[src/rtl/fifo_ser_pkg.sv]
// Shared types and defaults for the FIFO drain serializer.
// Frame state encoding and default geometry live here.
package fifo_ser_pkg;

    localparam int DEF_DWIDTH       = 8;
    localparam int DEF_CLKS_PER_BIT = 16;

    typedef enum logic [2:0] {
        IDLE   = 3'd0,
        START  = 3'd1,
        DATA   = 3'd2,
        PARITY = 3'd3,
        STOP   = 3'd4,
        DONE   = 3'd5
    } ser_state_t;

endpackage

[src/rtl/fifo_serializer_if.sv]
// FIFO read port as seen by its single reader.
// master = the serializer (owns read_o), slave = the FIFO.
interface fifo_serializer_if
    import fifo_ser_pkg::*;
#(
    parameter int DWIDTH = DEF_DWIDTH
);
    logic              empty_i;
    logic [DWIDTH-1:0] data_i;
    logic              read_o;

    modport master (
        input  empty_i,
        input  data_i,
        output read_o
    );

    modport slave (
        output empty_i,
        output data_i,
        input  read_o
    );
endinterface

[src/rtl/fifo_serializer_bit_timer.sv]
// Per-bit cycle counter for the serializer.
// Counts 0..CLKS_PER_BIT-1 and flags the last cycle of each bit.
module bit_timer
    import fifo_ser_pkg::*;
#(
    parameter int CLKS_PER_BIT = DEF_CLKS_PER_BIT
) (
    input  logic clk,
    input  logic rst_n,
    input  logic clr,
    output logic tick
);
    localparam int W = (CLKS_PER_BIT > 1) ? $clog2(CLKS_PER_BIT) : 1;
    localparam logic [W-1:0] LAST = W'(CLKS_PER_BIT - 1);

    logic [W-1:0] cnt;

    assign tick = (cnt == LAST);

    // Wrapping on tick keeps bit boundaries aligned without a state-change compare.
    always_ff @(posedge clk or negedge rst_n) begin
        if (!rst_n) begin
            cnt <= '0;
        end else if (clr || tick) begin
            cnt <= '0;
        end else begin
            cnt <= cnt + W'(1);
        end
    end
endmodule

[src/rtl/fifo_serializer.sv]
// Drains the byte FIFO onto an async serial line:
// start, DWIDTH data bits LSB-first, optional even parity, stop.
module fifo_serializer
    import fifo_ser_pkg::*;
#(
    parameter int DWIDTH       = DEF_DWIDTH,
    parameter int CLKS_PER_BIT = DEF_CLKS_PER_BIT,
    parameter bit PARITY_EN    = 1'b1
) (
    input  logic                    clk,
    input  logic                    rst_n,
    fifo_serializer_if.master       fifo,
    output logic                    tx_o,
    output logic                    busy_o,
    output logic                    frame_done_o
);
    localparam int BW = (DWIDTH > 1) ? $clog2(DWIDTH) : 1;
    localparam logic [BW-1:0] LAST_BIT = BW'(DWIDTH - 1);

    ser_state_t        state;
    ser_state_t        state_n;
    logic [DWIDTH-1:0] sh;
    logic [DWIDTH-1:0] sh_n;
    logic [BW-1:0]     bidx;
    logic [BW-1:0]     bidx_n;
    logic              par;
    logic              par_n;
    logic              tx_n;
    logic              tick;
    logic              clr;

    assign fifo.read_o = (state == IDLE) && !fifo.empty_i;

    // Timer is held at zero between frames so START gets a full bit.
    assign clr = (state == IDLE) || (state == DONE);

    bit_timer #(
        .CLKS_PER_BIT(CLKS_PER_BIT)
    ) u_timer (
        .clk  (clk),
        .rst_n(rst_n),
        .clr  (clr),
        .tick (tick)
    );

    always_comb begin
        state_n = state;
        sh_n    = sh;
        bidx_n  = bidx;
        par_n   = par;
        unique case (state)
            IDLE: begin
                if (fifo.read_o) begin
                    sh_n    = fifo.data_i;
                    par_n   = ^fifo.data_i;
                    state_n = START;
                end
            end
            START: begin
                if (tick) begin
                    state_n = DATA;
                    bidx_n  = '0;
                end
            end
            DATA: begin
                if (tick) begin
                    sh_n = sh >> 1;
                    if (bidx == LAST_BIT) begin
                        bidx_n  = '0;
                        state_n = PARITY_EN ? PARITY : STOP;
                    end else begin
                        bidx_n = bidx + BW'(1);
                    end
                end
            end
            PARITY: begin
                if (tick) state_n = STOP;
            end
            STOP: begin
                if (tick) state_n = DONE;
            end
            DONE: begin
                state_n = IDLE;
            end
            default: begin
                state_n = IDLE;
            end
        endcase
    end

    // Line level is precomputed from the next state so tx_o is a clean flop.
    always_comb begin
        tx_n = 1'b1;
        unique case (state_n)
            START:   tx_n = 1'b0;
            DATA:    tx_n = sh_n[0];
            PARITY:  tx_n = par_n;
            default: tx_n = 1'b1;
        endcase
    end

    always_ff @(posedge clk or negedge rst_n) begin
        if (!rst_n) begin
            state        <= IDLE;
            sh           <= '0;
            bidx         <= '0;
            par          <= 1'b0;
            tx_o         <= 1'b1;
            busy_o       <= 1'b0;
            frame_done_o <= 1'b0;
        end else begin
            state        <= state_n;
            sh           <= sh_n;
            bidx         <= bidx_n;
            par          <= par_n;
            tx_o         <= tx_n;
            busy_o       <= (state_n inside {START, DATA, PARITY, STOP});
            frame_done_o <= (state_n == DONE);
        end
    end
endmodule

[src/flat_wrapper.sv]
// flat-port wrapper written by rule: the top's interface ports become plain ports
module fifo_serializer_flat import fifo_ser_pkg::*;
#(
    parameter int DWIDTH       = DEF_DWIDTH,
    parameter int CLKS_PER_BIT = DEF_CLKS_PER_BIT,
    parameter bit PARITY_EN    = 1'b1
)
  (clk, rst_n, tx_o, busy_o, frame_done_o, fifo_empty_i, fifo_data_i, fifo_read_o);
  fifo_serializer_if #(.DWIDTH(DWIDTH)) fifo_i ();
  input  logic clk;
  input  logic rst_n;
  output logic tx_o;
  output logic busy_o;
  output logic frame_done_o;
  input wire logic [$bits(fifo_i.empty_i)-1:0] fifo_empty_i;
  input wire logic [$bits(fifo_i.data_i)-1:0] fifo_data_i;
  output wire logic [$bits(fifo_i.read_o)-1:0] fifo_read_o;
  assign fifo_i.empty_i = fifo_empty_i;
  assign fifo_i.data_i = fifo_data_i;
  assign fifo_read_o = fifo_i.read_o;
  fifo_serializer #(.DWIDTH(DWIDTH), .CLKS_PER_BIT(CLKS_PER_BIT), .PARITY_EN(PARITY_EN)) u_core (.clk(clk), .rst_n(rst_n), .fifo(fifo_i), .tx_o(tx_o), .busy_o(busy_o), .frame_done_o(frame_done_o));
endmodule
[config.mk]
export PLATFORM = sky130hd
export DESIGN_NAME = fifo_serializer_flat
export DESIGN_NICKNAME = d
export VERILOG_FILES = /design/src/rtl/fifo_ser_pkg.sv /design/src/rtl/fifo_serializer_if.sv /design/src/rtl/fifo_serializer_bit_timer.sv /design/src/rtl/fifo_serializer.sv /design/src/flat_wrapper.sv
export SDC_FILE = /design/constraint.sdc
export NUM_CORES = 1
export LEC_CHECK = 0
export BUFFER_PORTS_ARGS = -buffer_cell sky130_fd_sc_hd__buf_2
export CAP_MARGIN = 20
export CELL_PAD_IN_SITES_DETAIL_PLACEMENT = 1
export CELL_PAD_IN_SITES_GLOBAL_PLACEMENT = 1
export CORE_MARGIN = 5
export CORE_UTILIZATION = 39
export DETAILED_ROUTE_END_ITERATION = 12
export GPL_TIMING_DRIVEN = 0
export PLACE_DENSITY = 0.77
export REMOVE_ABC_BUFFERS = 1
export SLEW_MARGIN = 20
export SYNTH_ARGS = -nofsm -noshare
export SYNTH_HDL_FRONTEND = slang
export SYNTH_SLANG_ARGS = --single-unit
[constraint.sdc]
create_clock -name clk -period 1.6 [get_ports clk]
set_input_delay 0.16 -clock clk [delete_from_list [all_inputs] [get_ports clk]]
set_output_delay 0.16 -clock clk [all_outputs]
set_load 0.005 [all_outputs]
; ---- After elaboration in Yosys (flattened, before gate mapping)
; Cells that the tools add are included.
[op_classes]
addsub = 2
n_eq_ne = 15
mux = 18
reduce_logical = 11
[op_table]
columns = operator, n
row1 = two-way mux 3 bit, 9
row2 = two-way mux 8 bit, 2
row3 = one-hot mux 8 bit (2 select lines), 1
row4 = equality test 3 bit (second input constant), 5
row5 = one-hot mux 3 bit (5 select lines), 1
row6 = equality test 3 x 2 -> 1 bit (second input constant), 4
row7 = parity 8 bit, 1
row8 = equality test 3 x 1 -> 1 bit (second input constant), 2
row9 = != test 2 bit (second input constant), 3
row10 = one-hot mux 3 bit (2 select lines), 1
row11 = AND reduction 3 bit, 2
row12 = adder 4 x 1 -> 4 bit (second input constant), 1
row13 = equality test 4 bit (second input constant), 1
row14 = two-way mux 4 bit, 1
row15 = nonzero test 2 bit, 2
row16 = nonzero test 4 bit, 1
row17 = adder 3 x 1 -> 3 bit (second input constant), 1
row18 = logical NOT 3 bit, 1
row19 = one-hot mux 1 bit (3 select lines), 1
row20 = logical OR 1 bit, 2
row21 = two-way mux 1 bit, 2
row22 = logical AND 1 bit, 1
row23 = logical NOT 1 bit, 1
[totals]
reg_bits = 22
input_bits = 11
out_inout_bits = 4
wordCells = 55

; ---- Depth between registers and ports, before layout
[depth]
ltp_word = 6
mapped_depth = 7
depth_no_buf = 6

; ---- Cells and area by module
; A second synthesis with hierarchy kept.
[unflattened]
cells_unflattened = 108
area_unflattened_um2 = 1121.1
[by_module_without_submodules]
columns = module, instances, cells_per_inst, area_each_um2, seq_area_each_um2
row1 = fifo_serializer, 1, 95, 949.7, 451.7
row2 = bit_timer, 1, 13, 171.4, 100.1

; ---- Worst setup path before layout
; Ideal clock, no wire load.
[synth_timing]
path_kind = register -> register
startpoint = register u_core.bidx[0]
endpoint = register u_core.busy_o
setup_time_ns = 0.129
arrival_ns = 1.459
required_time_ns = 1.471
slack_ns = 0.012
stages_incl_launch_ff = 7
path_buffers = 0
period_less_slack_ns = 1.588
cell_sequence = dfrtp_1 > ha_1 > ha_1 > and4bb_1 > mux2i_2 > nand4_1 > xor2_1
[synth_between]
elab_chain_cells = 6
word_cells_on_any_way = 9
classes_between = 5 x eq/ne / 3 x mux / 1 x reduce/logical
[synth_lines]
columns = item, line_no
row1 = "start, declared", fifo_serializer.sv:24  ; logic [BW-1:0] bidx;
row2 = "start signal, assigned", fifo_serializer.sv:114  ; bidx <= bidx_n;
row3 = equality test 3 bit *, fifo_serializer.sv:68  ; if (bidx == LAST_BIT) begin
row4 = two-way mux 3 bit *, fifo_serializer.sv:68
row5 = two-way mux 3 bit *, fifo_serializer.sv:66  ; if (tick) begin
row6 = one-hot mux 3 bit (5 select lines) *, fifo_serializer.sv:51  ; unique case (state)
row7 = equality test 3 x 1 -> 1 bit (tied with other cells), fifo_serializer.sv:117  ; busy_o <= (state_n inside {START, DATA, PARITY, STOP});
row8 = nonzero test 4 bit *, fifo_serializer.sv:117
row9 = "end signal, assigned", fifo_serializer.sv:117
row10 = "end, declared", fifo_serializer.sv:14  ; output logic busy_o,
; Mark *: on every way between the ends. The rest lies on a longest branch, timed or not.
; A chain may end at the register's enable or synchronous reset.

; ---- Worst setup path in the final report
[layout_timing]
startpoint = register u_core.bidx[1]
endpoint = register u_core.busy_o
; Same word-level chain as after synthesis.

==> impl_metrics.yaml <==
routing:
  antenna_left: 0
  vias: 889
  dr.pass1.iters: 2
  via_per_inst: 5.17
  routedWlPerCell_um: 15.4
  drc: 0
  finalWirelength_mm: 2.64
  detail_route.iter0.violations: 39
place:
  numPortBuffers: 14
  dp_cells: 157
  gp_congestion: 0.736
  postPlaceCellArea_um2: 1250
  dp_hpwl_mm: 1.77
cells_and_area:
  antennaDiodeCount: 0
  final_cell_mix: "18 x dfrtp_1, 17 x nand2_1, 14 x buf_2"
  layout_commonest_cell: "dfrtp_1"
  final_cells: 172
  drive_gt1_share_pct: 32.4
  fin_area_um2: 1460
  nets: 154
  syn_to_final_growth_pct: 23.6
floorplan:
  io_pins: 15
  core_area_um2: 2980
  start_util_pct: 39.6
  dieArea_um2: 4220
  die_w_um: 65.0
  die_h_um: 65.0
  rows: 20
sta:
  postLayoutSetupSlackWorst_ns: -0.0122
  rsz0062_at_grt: "yes"
  whs_ns: 0.0784
  fin_skew_ns: 0.0107
  setup_viol: 1
  max_freq_mhz: 620
  relSlewSlack_pct: 66.5
  fin_crit_ns: 1.61
  hold_viol: 0
  tightest_slew_ns: 0.502
  period_share_pct: 101
  drv_slew: 0
critical_path:
  cp_max_fo: 3
  crit_type: "register to register"
  cp_data_required_time_ns: 1.81
  start_kind: "register"
  crit_arrival_ns: 1.82
  worstSetupEndpointType: "register"
logic_synthesis:
  seq_area_frac_synth_pct: 46.8
  yosys.area.top_type_share_pct: 44.6
  yosysTopAreaCell: "dfrtp_1"
  yosysWarnings: 0
  synth_area_leaders: "dfrtp_1 45%, xnor2_1 5.9%, nand2_1 5.4%, a22oi_1 3.8%, ha_1 3.2%"
  post_synth_num_cell_types: 38
  syn_area_um2: 1180
  avgSynthCellArea_um2: 10.2
  ys_ff_latch: 22
  netlist_instances: 116
global_route:
  overflow: 0
  grt_max_degree: 23
  grtUsageTotal_pct: 13.6
  antenna_found_initial: 0
  grt_pass1_wl_mm: 4.56
  grt_pass1_vias: 992
clock_tree:
  clkLatencyLatePin_ns: 0.31
  cts_tree: "done"
  numCtsBuffers: 3
  clockBufferDepth: 2
  clock_sinks: 22
  cts.clk_slew.worst_paths_ns: 0.13
  ctsHtreeMaxLevel: 1
  cts_root_buf: "clkbuf_4"
run_status:
  outcome: "complete, but fails checks"
  violations: "setup timing"
flow_run:
  cap_violations: 0
worst_hold_path:
  min_path_type: "input pin to register"
pwr:
  peakVddDrop_uv: 513
  cellLeakagePower_nw: 0.688
  powerDensity_nw_per_um2: 637
==> through the flow <==
| step | power [mW] | util, % | setup TNS [ns] | setup WS (ns) |
|---|---|---|---|---|
| final | 0.928 | 48.9 | -0.0122 | -0.0122 |
| after global routing | 0.985 | 48.9 | -0.137 | -0.0826 |
| after CTS | 0.939 | 45.6 | -0.0771 | -0.0561 |
| after detailed placement | 0.628 | 41.9 | -0.311 | -0.148 |
| after global placement | 0.626 | 41.9 | -0.123 | -0.101 |
| after floorplan | 0.597 | - | 0 | 0.0118 |
==> state kept, by name (all words and copies together), names as in the netlist <==
register,count
u_core.busy_o,1
u_core.state,3
u_core.u_timer.cnt,4
u_core.frame_done_o,1
u_core.tx_o,1
u_core.bidx,3
u_core.par,1
u_core.sh,8
==> layer usage <==
metal | part of all wire [%] | vias up | wire length (um) | track usage (%)
met5 | 0 | - | 0 | 0
met4 | 0.15 | 0 | 4 | 1.58
met3 | 3.2 | 2 | 84 | 3.81
met2 | 53 | 12 | 1400 | 23.0
met1 | 44 | 432 | 1160 | 17.7
li1 | - | 443 | - | -
==> logic make-up after synthesis <==
kind of cell               Yosys count  share of synthesized area, %
xor gates and xnor gates            11                          8.17
AOI/OAI and AO/OA                   21                          14.1
and+or+nand+nor                     46                          20.6
adders and majority gates            3                          3.19
muxes                                2                          2.02
DFF                                 22                          46.8
buffers and inverters               11                          5.09
==> where the power goes <==
group          internal (mW)  switching (mW)  leakage, nW
clock                  0.139           0.170       0.0210
sequential             0.556               0        0.280
combinational         0.0300          0.0325        0.386
==> timing repair <==
item                                    4_1_cts  5_1_grt
endpoints found under the setup margin        9       13
endpoints found under the hold margin        21        0
hold buffers                                  1        0
setup buffers                                 4        6
gates resized for setup                      10        5
pin swaps                                     4        2
==> critical path, stage by stage, from the launching register on <==
cell and delay, ns:
dfrtp_1 0.41, ha_2 0.21, ha_4 0.16, and4bb_1 0.22, mux2i_4 0.18, nand4_1 0.16, xor2_1 0.18
==> final timing paths <==
check / startpoint / end / slack [ns] / cells after the start
max: u_core.bidx[1]$_DFFE_PN0P_ / u_core.busy_o$_DFF_PN0_ / -0.01 / 6
min: fifo_data_i[0] / u_core.sh[0]$_DFF_PN0_ / 0.08 / 2
max reg2reg: u_core.bidx[1]$_DFFE_PN0P_ / u_core.busy_o$_DFF_PN0_ / -0.01 / 6
min reg2reg: u_core.sh[1]$_DFFE_PN0P_ / u_core.sh[1]$_DFFE_PN0P_ / 0.48 / 2
max in group asynchronous: rst_n / u_core.state[2]$_DFF_PN0_ / 0.92 / 2
min in group asynchronous: rst_n / u_core.busy_o$_DFF_PN0_ / 0.32 / 2
==> cells in the mapped netlist (all sizes together) <==
master / count
and4bb: 1
xor2: 3
nand4: 2
o21ai: 2
a311o: 1
and2: 1
nor3b: 1
a211o: 1
a31oi: 3
nand2: 18
nor2: 11
and3: 2
o31ai: 1
inv: 5
a21oi: 2
o2bb2ai: 3
dfrtp: 21
ha: 3
o2111ai: 1
nand3: 4
buf: 5
dfstp: 1
nor2b: 4
clkbuf: 1
a22oi: 6
and2b: 1
a211oi: 1
mux2i: 2
nand4b: 1
xnor2: 8
==> final cells by class <==
| class | instances | area, um^2 |
|---|---|---|
| clock buffer | 4 | 36.3 |
| fill | 329 | 1520 |
| inverter | 5 | 23.8 |
| multi-input combinational | 83 | 619 |
| sequential | 22 | 556 |
| tap | 33 | 41.3 |
| timing repair buffer | 25 | 180 |
No activity file was read; power rests on OpenSTA's default activity.
